--- config.mk ---
export PLATFORM = sky130hd
export DESIGN_NAME = spi_master_sched
export DESIGN_NICKNAME = d
export VERILOG_FILES = /design/src/rtl/spi_master_sched.sv
export SDC_FILE = /design/constraint.sdc
export NUM_CORES = 1
export LEC_CHECK = 0
export CAP_MARGIN = 0
export CORE_MARGIN = 3
export CORE_UTILIZATION = 45
export DETAILED_ROUTE_END_ITERATION = 10
export GPL_ROUTABILITY_DRIVEN = 1
export PLACE_DENSITY = 0.71
export SYNTH_ARGS = -nofsm -noshare
export SYNTH_HDL_FRONTEND = slang
export SYNTH_SLANG_ARGS = --single-unit
--- constraint.sdc ---
create_clock -name i_clk_in -period 4.64 [get_ports i_clk_in]
set_clock_uncertainty 0.2 [all_clocks]
set_input_delay 0.928 -clock i_clk_in [delete_from_list [all_inputs] [get_ports i_clk_in]]
set_output_delay 0.928 -clock i_clk_in [all_outputs]
set_load 0.005 [all_outputs]
--- src/rtl/spi_master_sched.sv ---
// spi_master_sched
//   Master-side transfer scheduler for the Hamming-protected SPI link. Several local
//   requesters share one 16-bit-frame SPI bus through a round-robin arbiter. For each
//   granted request it asserts one slave select, shifts the encoded packet out MSB-first,
//   and captures the 16-bit reply. If the external decoder reports a double error, the
//   frame is repeated up to MAX_RETRY times. An idle gap follows every completed request.
//
// Ports
//   i_clk_in         system/SPI clock, all logic on the rising edge
//   i_reset          synchronous active-high reset
//   i_req            per-channel transfer request (level)
//   i_tx_packet      encoded packets, channel i in bits [16i+15:16i]
//   o_grant          one-hot single-cycle pulse: request accepted, packet latched
//   o_busy           high whenever the scheduler is not idle
//   o_ss             one-hot active-high slave select, high only while shifting
//   o_mosi           serial data to the slaves (low outside a frame)
//   i_miso           serial data from the selected slave
//   o_rx_packet      last received packet, also feeds the external decoder
//   i_rx_double_err  decoder double-error flag, sampled in the check cycle
//   o_rx_valid       single-cycle pulse: rx_packet / rx_chan / fail are final
//   o_rx_chan        channel of the completed request
//   o_fail           with o_rx_valid: retries exhausted, packet still corrupt

module spi_master_sched #(
  parameter int unsigned N_CHAN     = 4,
  parameter int unsigned MAX_RETRY  = 2,
  parameter int unsigned GAP_CYCLES = 2
) (
  input  logic                      i_clk_in,
  input  logic                      i_reset,
  input  logic [N_CHAN-1:0]         i_req,
  input  logic [16*N_CHAN-1:0]      i_tx_packet,
  output logic [N_CHAN-1:0]         o_grant,
  output logic                      o_busy,
  output logic [N_CHAN-1:0]         o_ss,
  output logic                      o_mosi,
  input  logic                      i_miso,
  output logic [15:0]               o_rx_packet,
  input  logic                      i_rx_double_err,
  output logic                      o_rx_valid,
  output logic [$clog2(N_CHAN)-1:0] o_rx_chan,
  output logic                      o_fail
);

  localparam int unsigned ChanW = $clog2(N_CHAN);
  localparam logic [2:0] LpMaxRetry = 3'(MAX_RETRY);
  // GAP_CYCLES == 0 bypasses the gap state entirely, so this value is then unused.
  localparam logic [3:0] LpGapLast  = 4'((GAP_CYCLES == 0) ? 0 : GAP_CYCLES - 1);

  typedef enum logic [1:0] {
    StIdle,
    StXfer,
    StCheck,
    StGap
  } state_t;

  state_t             r_state;
  logic [ChanW-1:0]   r_chan;
  logic [ChanW-1:0]   r_last;
  logic [2:0]         r_retry;
  logic [3:0]         r_cnt;
  logic [3:0]         r_gap;
  logic [15:0]        r_tx_hold;
  logic [15:0]        r_tx_sr;
  // Only 15 bits are kept: the 16th bit is taken straight from i_miso on the last edge.
  logic [14:0]        r_rx_sr;
  logic [15:0]        r_rx_packet;
  logic [ChanW-1:0]   r_rx_chan;
  logic               r_rx_valid;
  logic               r_fail;
  logic [N_CHAN-1:0]  r_ss;

  logic               w_found;
  logic [ChanW-1:0]   w_winner;
  int                 w_idx;
  logic               w_take;
  logic [N_CHAN-1:0]  w_grant;
  logic [N_CHAN-1:0]  w_chan_oh;
  logic [15:0]        w_tx_arr [N_CHAN];

  for (genvar g = 0; g < int'(N_CHAN); g++) begin : g_tx_slice
    assign w_tx_arr[g] = i_tx_packet[16*g +: 16];
  end

  // Round-robin search: first requester at or after r_last+1, wrapping.
  always_comb begin
    w_found  = 1'b0;
    w_winner = '0;
    w_idx    = 0;
    for (int i = 0; i < int'(N_CHAN); i++) begin
      w_idx = (int'(r_last) + 1 + i) % int'(N_CHAN);
      if (!w_found && i_req[w_idx[ChanW-1:0]]) begin
        w_found  = 1'b1;
        w_winner = w_idx[ChanW-1:0];
      end
    end
  end

  // The grant is issued in the same cycle the request is seen in idle; it is masked
  // during reset so no pulse escapes while the state is being cleared.
  assign w_take    = (r_state == StIdle) && w_found && !i_reset;
  assign w_grant   = w_take ? (N_CHAN'(1) << w_winner) : '0;
  assign w_chan_oh = N_CHAN'(1) << r_chan;

  always_ff @(posedge i_clk_in) begin
    if (i_reset) begin
      r_state     <= StIdle;
      r_chan      <= '0;
      r_last      <= ChanW'(N_CHAN - 1);
      r_retry     <= '0;
      r_cnt       <= '0;
      r_gap       <= '0;
      r_tx_hold   <= '0;
      r_tx_sr     <= '0;
      r_rx_sr     <= '0;
      r_rx_packet <= '0;
      r_rx_chan   <= '0;
      r_rx_valid  <= 1'b0;
      r_fail      <= 1'b0;
      r_ss        <= '0;
    end else begin
      r_rx_valid <= 1'b0;
      r_fail     <= 1'b0;
      unique case (r_state)
        StIdle: begin
          if (w_take) begin
            r_chan    <= w_winner;
            r_tx_hold <= w_tx_arr[w_winner];
            r_tx_sr   <= w_tx_arr[w_winner];
            r_retry   <= '0;
            r_cnt     <= '0;
            r_ss      <= w_grant;
            r_state   <= StXfer;
          end
        end
        StXfer: begin
          r_tx_sr <= r_tx_sr << 1;
          r_rx_sr <= {r_rx_sr[13:0], i_miso};
          r_cnt   <= r_cnt + 4'd1;
          if (r_cnt == 4'd15) begin
            r_rx_packet <= {r_rx_sr, i_miso};
            r_ss        <= '0;
            r_state     <= StCheck;
          end
        end
        StCheck: begin
          if (i_rx_double_err && (r_retry < LpMaxRetry)) begin
            // Replay the original packet; tx_sr was consumed by the previous frame.
            r_retry <= r_retry + 3'd1;
            r_tx_sr <= r_tx_hold;
            r_cnt   <= '0;
            r_ss    <= w_chan_oh;
            r_state <= StXfer;
          end else begin
            r_rx_valid <= 1'b1;
            r_rx_chan  <= r_chan;
            r_fail     <= i_rx_double_err;
            r_last     <= r_chan;
            r_gap      <= '0;
            r_state    <= (GAP_CYCLES == 0) ? StIdle : StGap;
          end
        end
        StGap: begin
          if (r_gap == LpGapLast) begin
            r_state <= StIdle;
          end else begin
            r_gap <= r_gap + 4'd1;
          end
        end
        default: r_state <= StIdle;
      endcase
    end
  end

  assign o_grant     = w_grant;
  assign o_busy      = (r_state != StIdle);
  assign o_ss        = r_ss;
  // Gated by state so the line rests low outside a frame regardless of tx_sr contents.
  assign o_mosi      = (r_state == StXfer) && r_tx_sr[15];
  assign o_rx_packet = r_rx_packet;
  assign o_rx_valid  = r_rx_valid;
  assign o_rx_chan   = r_rx_chan;
  assign o_fail      = r_fail;

endmodule
* Yosys cells after proc, flatten, opt, wreduce, memory -nomap -nowiden
Cells that the tools add are included.
Widths: inputs -> output; s select.
** Operators by class
- Add/subtract/negate cells :: 7
- Multipliers :: 0
- Div/mod/pow operators :: 0
- Magnitude comparators :: 6
- Equality and inequality tests :: 11
- Shift operators :: 2
- Multiplexer cells :: 42
- Bitwise logic cells :: 3
- Reductions and logical operators :: 26
** Operators by type and width (number)
- $mux 16 :: 4
- $pmux 16 s3 :: 1
- $bmux 16 s2 :: 1
- $mux 4 :: 8
- $pmux 4 s3 :: 2
- $mux 2 :: 8
- $lt 2x3->1 const B :: 4
- $ne 2x2->1 const B :: 6
- $reduce_and 3->1 :: 4
- $mux 1 :: 9
- $add 4x1->4 const B :: 2
- $bmux 1 s2 :: 4
- $pmux 2 s4 :: 1
- $pmux 4 s2 :: 1
- $shl 1x2->4 const A :: 2
- $logic_and 1x1->1 :: 7
- $add 2x2->2 const B :: 3
- $mux 3 :: 2
- $pmux 3 s2 :: 1
- $reduce_and 2->1 :: 3
- $reduce_bool 2->1 :: 3
- $eq 2x2->1 const B :: 2
- $eq 4x1->1 const B :: 1
- $eq 4x4->1 const B :: 1
- 13 further kinds :: 17
** Storage, ports and cells
- Flip-flop bits (word level) :: 88
- Bits in latches :: 0
- RAM bits :: 0
- Bits in read-only memories :: 0
- Input port bits :: 72
- Memories :: 0

* Longest topological paths before layout
Gate-level depths: netlist of run 1.
- Word-level depth :: 19
- Gate-level depth with buffers :: 11
- Depth with buffers taken out :: 8

* Least setup slack after synthesis of run 1
No wires, ideal clock.
- Kind :: input to output
- Start point :: input i_req[3]
- End point :: output o_grant[3]
- Arrival :: 1903 ps
- Setup slack :: 1609 ps
- Cell stages on the path :: 7
- Cell sequence :: buf_2 inv_1 a31oi_1 and2_1 buf_2 buf_4 and3_1
** On the way
- Cells in the longest elaborated chain, start to end :: 15
- Elaborated cells on any way between the ends :: 26
** Ends and longest elaborated chain
- start: declaration :: line 31 : input logic [N_CHAN-1:0] i_req,
- $bmux 1 s2 :: line 92 : if (!w_found && i_req[w_idx[ChanW-1:0]]) begin
- $mux 1 (not written as such) :: line 92
- $mux 1 :: line 92
- $logic_not 1->1 :: line 92
- $logic_and 1x1->1 :: line 92
- $mux 1 :: line 92
- $logic_not 1->1 :: line 92
- $logic_and 1x1->1 :: line 92
- $mux 1 :: line 92
- $logic_not 1->1 :: line 92
- $logic_and 1x1->1 :: line 92
- $mux 1 :: line 92
- $logic_and 1x1->1 (2 in series) :: line 101 : assign w_take = (r_state == StIdle) && w_found && !i_reset;
- $mux 4 (*) :: line 102 : assign w_grant = w_take ? (N_CHAN'(1) << w_winner) : '0;
- end: declaration :: line 33 : output logic [N_CHAN-1:0] o_grant,
Every way passes the cells marked *; elsewhere a longest branch is shown, timed or not. The select of a mux whose other input is x is not followed.

* Worst setup path in the final report of run 1
- Start point :: input i_req[3]
- End point :: output o_grant[1]
The elaborated chain is that of the path after synthesis.

==> results.md, run 1 <==
- The flow ran to the end, and the final reports show no timing, DRC or antenna violations.
- For this run the aggregate overflow at the end of global routing stands at 0.
- In the final layout, the share of cells above drive strength 1 is 5.09%.
- In this run the worst path has a maximum fanout of 10.
- Counting every net in the synthesized netlist gives 612.
- The initial antenna violation count is 0.
- The leakage power is 2.09 nW.
- Counting I/O delays and the setup requirement, the final critical path takes 4.19 ns.
- STA classifies the critical path startpoint as a primary input.
- Across the VDD grid, the largest voltage drop is 0.000227 V.
- The clock passes through at most 2 buffers.
- Sorting the synthesized cells by area gives the leading types as sky130_fd_sc_hd__dfxtp_1, sky130_fd_sc_hd__nand2_1, sky130_fd_sc_hd__a21oi_1, sky130_fd_sc_hd__mux2i_1, sky130_fd_sc_hd__a22o_1.
- Summing over every cut layer, the via total after detailed routing is 4212.
- In the routed layout, each cell is associated on average with a via count of 5.71.
- The detailed router finished its first iteration with 315 violations.
- Including well taps, the total number of placed cells is 722.
- Counting flops and latches in the post-synthesis netlist gives 88.
- Counting the buffers created by CTS gives 9.
- The non-filler instance count after layout is 738.
- Gates resized during post-CTS repair numbered 0.
- After clock tree synthesis, the clock-pin slew on the worst setup and hold paths is 0.09 ns.
- The worst setup path is of the primary input to output port kind.
- The overall fraction of global-route tracks in use is 20.7%.
- For the worst setup path, the data arrival time is 3.07 ns.
- In this run the cell area measured after placement is 5380 um^2.
- The initial utilization of the core area, before any placement, comes to 46.8%.
- In this run the standard cell core region covers 9330 um^2.
- The number of design rule violations left after detail routing is 0.
- The number of global-route vias before repair is 4023.
- The overall die area is 10900 um^2.
- Setup repair after global routing left no endpoint under its margin.
- The most repeated cell in the gate-level netlist after synthesis is sky130_fd_sc_hd__nand2_1.
- The library cell occupying the most area in the post-synthesis netlist is sky130_fd_sc_hd__dfxtp_1.
- Detailed placement finished with a half-perimeter wire length of 7680 um.
- At the pin with the least slew margin, the transition time is 1.12 ns.
- The yosys synthesis warning count is 0.
- The post-synthesis to final-layout area growth is 27.7%.
- The synthesized design contains 0 enable-type register cells.
- The number of hold buffers added after CTS was 0.
- The flip-flop cell with the highest count after synthesis is sky130_fd_sc_hd__dfxtp_1.
- The average footprint of a synthesized cell is 8.21 um^2.
- The post-detailed-routing wire length is 11400 um.
- The worst hold path belongs to the class register to register.
- Clock tree synthesis selected as its root buffer the cell sky130_fd_sc_hd__clkbuf_8.
- In this run the tool buffered the top-level ports with 101 buffer cells.
- The final number of max-transition violations came to 0.
- The nature of the critical path endpoint is an output port.
- The share of synthesized area occupied by flip-flops and latches is 40.3%.
- After synthesis the cells add up to 4370 um^2.
- The number of failing setup endpoints in the final timing report is 0.
- The relative slew slack is 25.7%.
- Power spread over the standard cell area amounts to 450 nW/um^2.
- The number of max-cap violations is 0.
- The total number of nets in the final design is 684.
- For the final routed database, the setup TNS stands at 0 ns.
- By count the netlist is led by sky130_fd_sc_hd__nand2_1, sky130_fd_sc_hd__dfxtp_1, sky130_fd_sc_hd__a21oi_1.
- Measured along the x axis, the die boundary spans 105 um.
- Counting distinct cell types in the post-synthesis netlist gives 46.
- The number of iterations in the first detailed-routing pass is 5.
- The height of the die is 105 um.
- 102 I/O pins were placed.
- The detail route stage leaves a number of antenna-violating nets equal to 0.
- In the synthesized netlist the async set-or-reset flop fraction comes to 0%.
- For this run, the top clock speed supported by timing is 238 MHz.
- The hold violation total from the final report came to 0.
- Summing all non-filler instances in the final layout gives an area of 5580 um^2.
- The number of standard cells after synthesis is 532.
- The period utilization is 90.4%.
- The first global-routing pass estimated 19100 um of wire.
- For the worst-skew pair, the clock arrives at the later sink with an insertion delay of 0.36 ns.
- The maximum level of the CTS H-tree is 3.
- The fraction of post-synthesis cell area in the top cell type by area is 40.3%.
- The count of buffers added by post-CTS timing repair for setup is 0.
- CTS saw 88 sinks.
- At the end of routability-driven placement, the weighted congestion stood at 0.857.
- The standard-cell row count is 35.
- The average wire length per cell after detail routing is 15.4 um.
- STA puts the critical path data required time at 3.51 ns.
- The maximum number of pins on one net before global-route repair is 78.
- TritonCTS built the clock tree.
- The number of antenna diodes in the final layout is 0.
-- kinds of logic after synthesis --
group	Yosys count	synth area share, %
mux	17	4.18
simple gates	210	23.1
compound gates	147	23.5
flops	88	40.3
buf+inv	60	6.24
xor+xnor	2	0.401
fa+ha+maj	8	2.29
-- state kept, by name, summed over array words and instances (netlist names), 2 cells and up --
register,flops
o_rx_packet,16
r_tx_hold,16
r_tx_sr,16
r_rx_sr,15
o_ss,4
r_cnt,4
r_gap,4
r_retry,3
o_rx_chan,2
r_chan,2
r_last,2
r_state,2
-- final timing paths --
kind / startpoint / endpoint / slack [ns] / cells past startpoint
worst min-delay path: o_rx_packet[1]$_SDFFE_PP0P_ / o_rx_packet[1]$_SDFFE_PP0P_ / 0.26 / 2
worst min register to register: o_rx_packet[1]$_SDFFE_PP0P_ / o_rx_packet[1]$_SDFFE_PP0P_ / 0.26 / 2
worst max-delay path: i_req[3] / o_grant[1] / 0.45 / 5
worst max register to register: r_state[0]$_SDFFE_PP0P_ / r_tx_sr[5]$_SDFFE_PP0P_ / 1.56 / 7
-- critical path, stage by stage --
cell                              delay, ns
sky130_fd_sc_hd__clkdlybuf4s50_1       0.65
sky130_fd_sc_hd__o41ai_1               0.14
sky130_fd_sc_hd__nor2_1                0.59
sky130_fd_sc_hd__and3_1                0.25
sky130_fd_sc_hd__clkdlybuf4s50_1       0.51
-- power breakdown --
| part | total, mW | internal (mW) | switching (mW) |
|---|---|---|---|
| Clock | 0.549 | 0.267 | 0.282 |
| Combinational | 0.956 | 0.411 | 0.544 |
| Sequential | 1.00 | 0.911 | 0.0931 |
| Total | 2.51 | 1.59 | 0.920 |
-- cells in the final DEF, fill, tap and decap left out, types with 16 or more instances in the layout --
cell type and count:
sky130_fd_sc_hd__dfxtp_1 88, sky130_fd_sc_hd__nand2_1 99, sky130_fd_sc_hd__a22o_1 18, sky130_fd_sc_hd__a21oi_1 59
sky130_fd_sc_hd__and3_1 17, sky130_fd_sc_hd__nor2_1 33, sky130_fd_sc_hd__a32oi_1 17, sky130_fd_sc_hd__clkdlybuf4s50_1 100
sky130_fd_sc_hd__mux2i_1 16
-- metrics by stage --
step                      setup slack [ns]  hold WS, ns  power (mW)  util (%)
final                                0.445        0.257        2.51      59.8
after detailed placement             0.477        0.248        1.97      57.6
after floorplan                       1.61        0.231        1.68         -
after CTS                            0.468        0.260        2.51      59.8
after global placement               0.517        0.243        1.94      57.6
after global routing                 0.280        0.275        2.66      59.8
-- layout make-up --
class                      count  area, um^2
sequential                    88        1760
clock buffer                  10         138
timing repair buffer         109        1070
inverter                      12        45.0
clock inverter                 6        66.3
multi-input combinational    384        2340
fill                         852        3750
tap                          129         161
-- routing by layer --
layer  track usage [%]  share of wire, %  up-vias
met3              4.94               4.9       11
met5                 0                 0        -
met2              35.2                49      114
li1                  -                 -     2075
met1              26.6                45     2012
met4              4.84               1.0        0
No activity file was read; power rests on OpenSTA's default activity.
==> run 2: changes to the inputs <==
--- a/config.mk
+++ b/config.mk
@@ -5,6 +5,7 @@
 export SDC_FILE = /design/constraint.sdc
 export NUM_CORES = 1
 export LEC_CHECK = 0
+export ABC_CLOCK_PERIOD_IN_PS = 4640
 export CAP_MARGIN = 0
 export CORE_MARGIN = 3
 export CORE_UTILIZATION = 45
==> results of run 2 <==
No change in the layout: final DEF, timing and power equal those of run 1.
